$ cat src/rtl/stream_serializer.sv
// Wide-to-narrow stream serializer: each WIDTH-bit word leaves as RATIO beats of OWIDTH bits, LSB slice first.
// Latency: first beat is valid the cycle after the word is accepted; sustained rate is one beat per cycle.
// Backpressure: downstream stall freezes the current beat; the next word is taken on the last-beat handshake with no bubble.
//
// Ports:
//   i_clk, i_reset         single rising-edge clock, synchronous active-high reset
//   i_input_valid/o_input_ready/i_input_data     upstream wide word (valid/ready)
//   o_output_valid/i_output_ready/o_output_data  downstream narrow beat (valid/ready)
//   o_output_last          beat is the final slice of its word
//
// Parameters: WIDTH must be an integer multiple of RATIO, and RATIO must be at least 2.

module stream_serializer #(
   parameter int WIDTH = 32,
   parameter int RATIO = 4
) (
   input  logic                     i_clk,
   input  logic                     i_reset,
   input  logic                     i_input_valid,
   output logic                     o_input_ready,
   input  logic [WIDTH-1:0]         i_input_data,
   output logic                     o_output_valid,
   input  logic                     i_output_ready,
   output logic [WIDTH/RATIO-1:0]   o_output_data,
   output logic                     o_output_last
);

   localparam int OWIDTH = WIDTH / RATIO;
   localparam int CW     = $clog2(RATIO);
   localparam logic [CW-1:0] LAST_CNT = CW'(RATIO - 1);

   typedef enum logic {
      IDLE  = 1'b0,
      SHIFT = 1'b1
   } state_t;

   state_t                      r_state;
   logic [CW-1:0]               r_cnt;
   logic [WIDTH-1:0]            r_hold;

   logic                        w_busy;
   logic                        w_last;
   logic                        w_in_hs;
   logic                        w_out_hs;
   logic [RATIO-1:0][OWIDTH-1:0] w_slices;

   assign w_busy = (r_state == SHIFT);
   assign w_last = w_busy && (r_cnt == LAST_CNT);

   // Ready while idle, or when the final beat of the current word is leaving
   // this cycle, so a new word overlaps the last beat with no idle gap.
   assign o_input_ready = !i_reset && (!w_busy || (i_output_ready && w_last));

   // Outputs are gated by reset so nothing is presented or handshaken while
   // the block is being cleared (also masks the unknown state before the first reset).
   assign o_output_valid = w_busy && !i_reset;
   assign o_output_last  = w_last && !i_reset;

   // View the hold register as RATIO slices; slice 0 is the LSB slice.
   assign w_slices      = r_hold;
   assign o_output_data = w_slices[r_cnt];

   assign w_in_hs  = i_input_valid && o_input_ready;
   assign w_out_hs = o_output_valid && i_output_ready;

   // Control FSM: state and beat counter.
   always_ff @(posedge i_clk) begin
      if (i_reset) begin
         r_state <= IDLE;
         r_cnt   <= '0;
      end else begin
         case (r_state)
            IDLE: begin
               if (w_in_hs) begin
                  r_state <= SHIFT;
                  r_cnt   <= '0;
               end
            end
            SHIFT: begin
               if (w_out_hs) begin
                  if (r_cnt == LAST_CNT) begin
                     // Last beat gone: either start the word taken in the
                     // same cycle, or fall back to idle.
                     r_cnt <= '0;
                     if (w_in_hs) begin
                        r_state <= SHIFT;
                     end else begin
                        r_state <= IDLE;
                     end
                  end else begin
                     r_cnt <= r_cnt + 1'b1;
                  end
               end
            end
            default: begin
               r_state <= IDLE;
               r_cnt   <= '0;
            end
         endcase
      end
   end

   // Data path: no reset on the hold register; its contents only matter
   // while busy, and a load can only happen outside reset because
   // o_input_ready is forced low during reset.
   always_ff @(posedge i_clk) begin
      if (w_in_hs) begin
         r_hold <= i_input_data;
      end
   end

endmodule
$ cat config.mk
export PLATFORM = sky130hd
export DESIGN_NAME = stream_serializer
export DESIGN_NICKNAME = d
export VERILOG_FILES = /design/src/rtl/stream_serializer.sv
export SDC_FILE = /design/constraint.sdc
export NUM_CORES = 1
export LEC_CHECK = 0
export CORE_MARGIN = 5
export CORE_UTILIZATION = 47
export CTS_BUF_LIST = sky130_fd_sc_hd__clkbuf_8 sky130_fd_sc_hd__clkbuf_16
export CTS_CLUSTER_DIAMETER = 50
export DETAILED_ROUTE_END_ITERATION = 12
export GPL_TIMING_DRIVEN = 0
export PLACE_DENSITY = 0.83
export RECOVER_POWER = 25
export SYNTH_ARGS = -nofsm -noshare
export SYNTH_HDL_FRONTEND = slang
export SYNTH_SLANG_ARGS = --single-unit
$ cat constraint.sdc
create_clock -name i_clk -period 6.3 [get_ports i_clk]
set_input_delay 0.945 -clock i_clk [delete_from_list [all_inputs] [get_ports i_clk]]
set_output_delay 0.945 -clock i_clk [all_outputs]
set_load 0.05 [all_outputs]
==> metrics.cfg <==
[detailed_routing]
routed_via_density = 5.14
firstDrtPassIters = 2
wl_um = 2450
drc = 0
wl_per_cell_um = 16.8
vias = 751
drtIter0Drc = 28
drtAntennaViolNets = 0

[clock_network]
cts_setup_buffers = 0
clock_sinks = 35
cts_buffers = 5
cts_resized = 0
postCtsHoldBufs = 0
cts_tree = done
clock-root-buffer = clkbuf_8
path_clk_slew_ns = 0.06
clock_latency_ns = 0.27
htreeDepth = 2
clk_path_buf_depth = 2

[placed_design]
numPortBuffers = 46
gp_congestion = 0.782
hpwl_um = 1900

[sta]
clock_skew_ns = 0.00144
period_needed_ns = 3.56
hold_slack_ns = 0.561
drv_slew = 0
setup_viol = 0
worst_slew_pin_slew_ns = 0.777
max_freq_ghz = 0.281
hold_violations = 0
rsz0062_at_grt = false
totalNegativeSetupSlack_ns = 0
relSlewSlack = 0.480
min_period_over_period = 0.565

[logic_synthesis]
synthTopCellsByArea = edfxtp_1, mux4_2, dfxtp_1
postSynthAreaPerCell_um2 = 22.5
ys_seq_area_frac = 0.769
synth_nets = 96
yosysUniqueCellTypes = 19
yosysTopAreaCell = edfxtp_1
ys_ff_latch = 35
ys_warn_count = 0
syn_inst = 59
synth.cell_area_um2 = 1330
synth_top_area_frac = 0.724

[cells_and_area]
nFillCells = 187
drive_gt1_frac = 0.174
area_growth_pct = 46.0
final_nets = 151
n_antenna_cell = 0

[global_routing]
grt_pass1_wl_um = 3930
grt.overflow.total = 0
grt_pass1_vias = 861
grtUsageTotal = 0.133
antenna_found_initial = 0
grt_max_degree = 14

[die]
dieArea_um2 = 3990
chipHeight_um = 63.1
num_rows = 19
core_um2 = 2730
die_w_um = 63.1
start_util = 0.486
ioPinCount = 47

[worst_setup_path]
crit_family = buffers and inverters
end_kind = output port
cp.arrival_ns = 2.62
path_cells = clkdlybuf4s50_1, nor2b_1, and2_1, clkdlybuf4s50_1
crit_type = in -> out
cp_common_cell = clkdlybuf4s50_1
startpoint_type = input pin
path_max_fanout = 8
max_stage_delay_ns = 0.80
cp_num_buf_inv = 2
required_ns = 5.35
slowest_stage = clkdlybuf4s50_1

[run]
max-cap-violations = 0

[hold_path]
min_path_type = reg -> reg

[power]
leakage_uw = 0.000653
p_per_area_nw_per_um2 = 242
ir_worst_vdd_uv = 219

[run_status]
status = complete, no violations

-- synthesized netlist by cell type, drive strengths merged --
cell type,number
mux4,8
nand4b,1
nor3b,1
o21ba,1
o21ai,1
ha,1
nor2b,1
o22ai,1
dfxtp,3
buf,1
nand2b,1
clkbuf,1
a21boi,1
or2b,1
nand4bb,1
and2,1
nor2,1
edfxtp,32
mux2,1
-- cells in the final DEF, fill, tap and decap left out, drive strengths merged --
cell,synthesis,layout
and2,1,1
ha,1,1
clkbuf,1,6
nor2b,1,1
edfxtp,32,32
mux2,1,1
mux4,8,8
clkdlybuf4s50,0,27
o22ai,1,1
nor3b,1,1
nand4b,1,1
buf,1,3
nand4bb,1,1
dlygate4sd3,0,19
nand2b,1,1
a21boi,1,1
dfxtp,3,3
o21ba,1,1
clkinv,0,2
nor2,1,1
inv,0,1
or2b,1,1
o21ai,1,1
-- area by class of cell --
class | instances | area [um^2] | share of cell area
Multi-Input combinational cell | 22 | 295 | 0.152
Sequential cell | 35 | 1020 | 0.527
Timing Repair Buffer | 48 | 487 | 0.251
Tap cell | 31 | 38.8 | 0.0200
Clock inverter | 3 | 11.3 | 0.00581
Buffer | 2 | 16.3 | 0.00839
Clock buffer | 5 | 68.8 | 0.0355
-- power by group --
| group | leakage [uW] | switching [uW] | internal [uW] |
|---|---|---|---|
| clock | 0.0000444 | 66.3 | 73.5 |
| sequential | 0.000321 | 2.74 | 264 |
| combinational | 0.000288 | 29.3 | 33.5 |
-- metal layers --
layer / vias up / track usage / wire (um)
met5: - / 0 / 0
met4: 0 / 0.0504 / 17
met3: 2 / 0.0604 / 177
met2: 28 / 0.233 / 1370
met1: 366 / 0.138 / 880
li1: 355 / - / -
-- per-stage QoR --
| stage | utilization | setup slack [ns] | cells | cell area [um^2] | total power (uW) |
|---|---|---|---|---|---|
| 2_1_floorplan | - | 2.36 | 59 | 1330 | 302 |
| 3_3_place_gp | 0.668 | 1.06 | 136 | 1830 | 334 |
| 3_5_place_dp | 0.680 | 2.75 | 138 | 1860 | 337 |
| 4_1_cts | 0.709 | 2.74 | 146 | 1940 | 479 |
| 5_1_grt | 0.709 | 2.67 | 146 | 1940 | 492 |
| 6_report | 0.709 | 2.74 | 146 | 1940 | 469 |
-- state kept, by name (all words and copies together), names as in the netlist --
name and cells:
r_hold 32, r_cnt 2, r_state 1
-- worst register-to-register path, cell delays in order (launching register included) --
cell	delay, ns
dfxtp_1	0.36
ha_1	0.20
a21boi_0	0.16
nor3b_2	0.67
buf_8	0.24
buf_6	0.18
-- cell families (layout without fill, tap and decap cells) --
family | Yosys count | in the layout | share of synthesized area
DFF | 35 | 35 | 0.769
buffers and inverters | 2 | 58 | 0.0122
AOI/OAI and AO/OA | 4 | 4 | 0.0217
muxes | 9 | 9 | 0.144
and+or+nand+nor | 8 | 8 | 0.0434
adders and majority gates | 1 | 1 | 0.00942
-- path summary, 6_finish.rpt --
path              depth (start not counted)  slack [ns]            end      from
setup / recovery                          4        2.74  o_output_last   i_reset
hold / removal                            2        0.56       r_cnt[1]   r_state
setup reg to reg                          5        4.20      r_hold[5]  r_cnt[0]
hold reg to reg                           2        0.56       r_cnt[1]   r_state
Power figures use the tool's default switching activity.
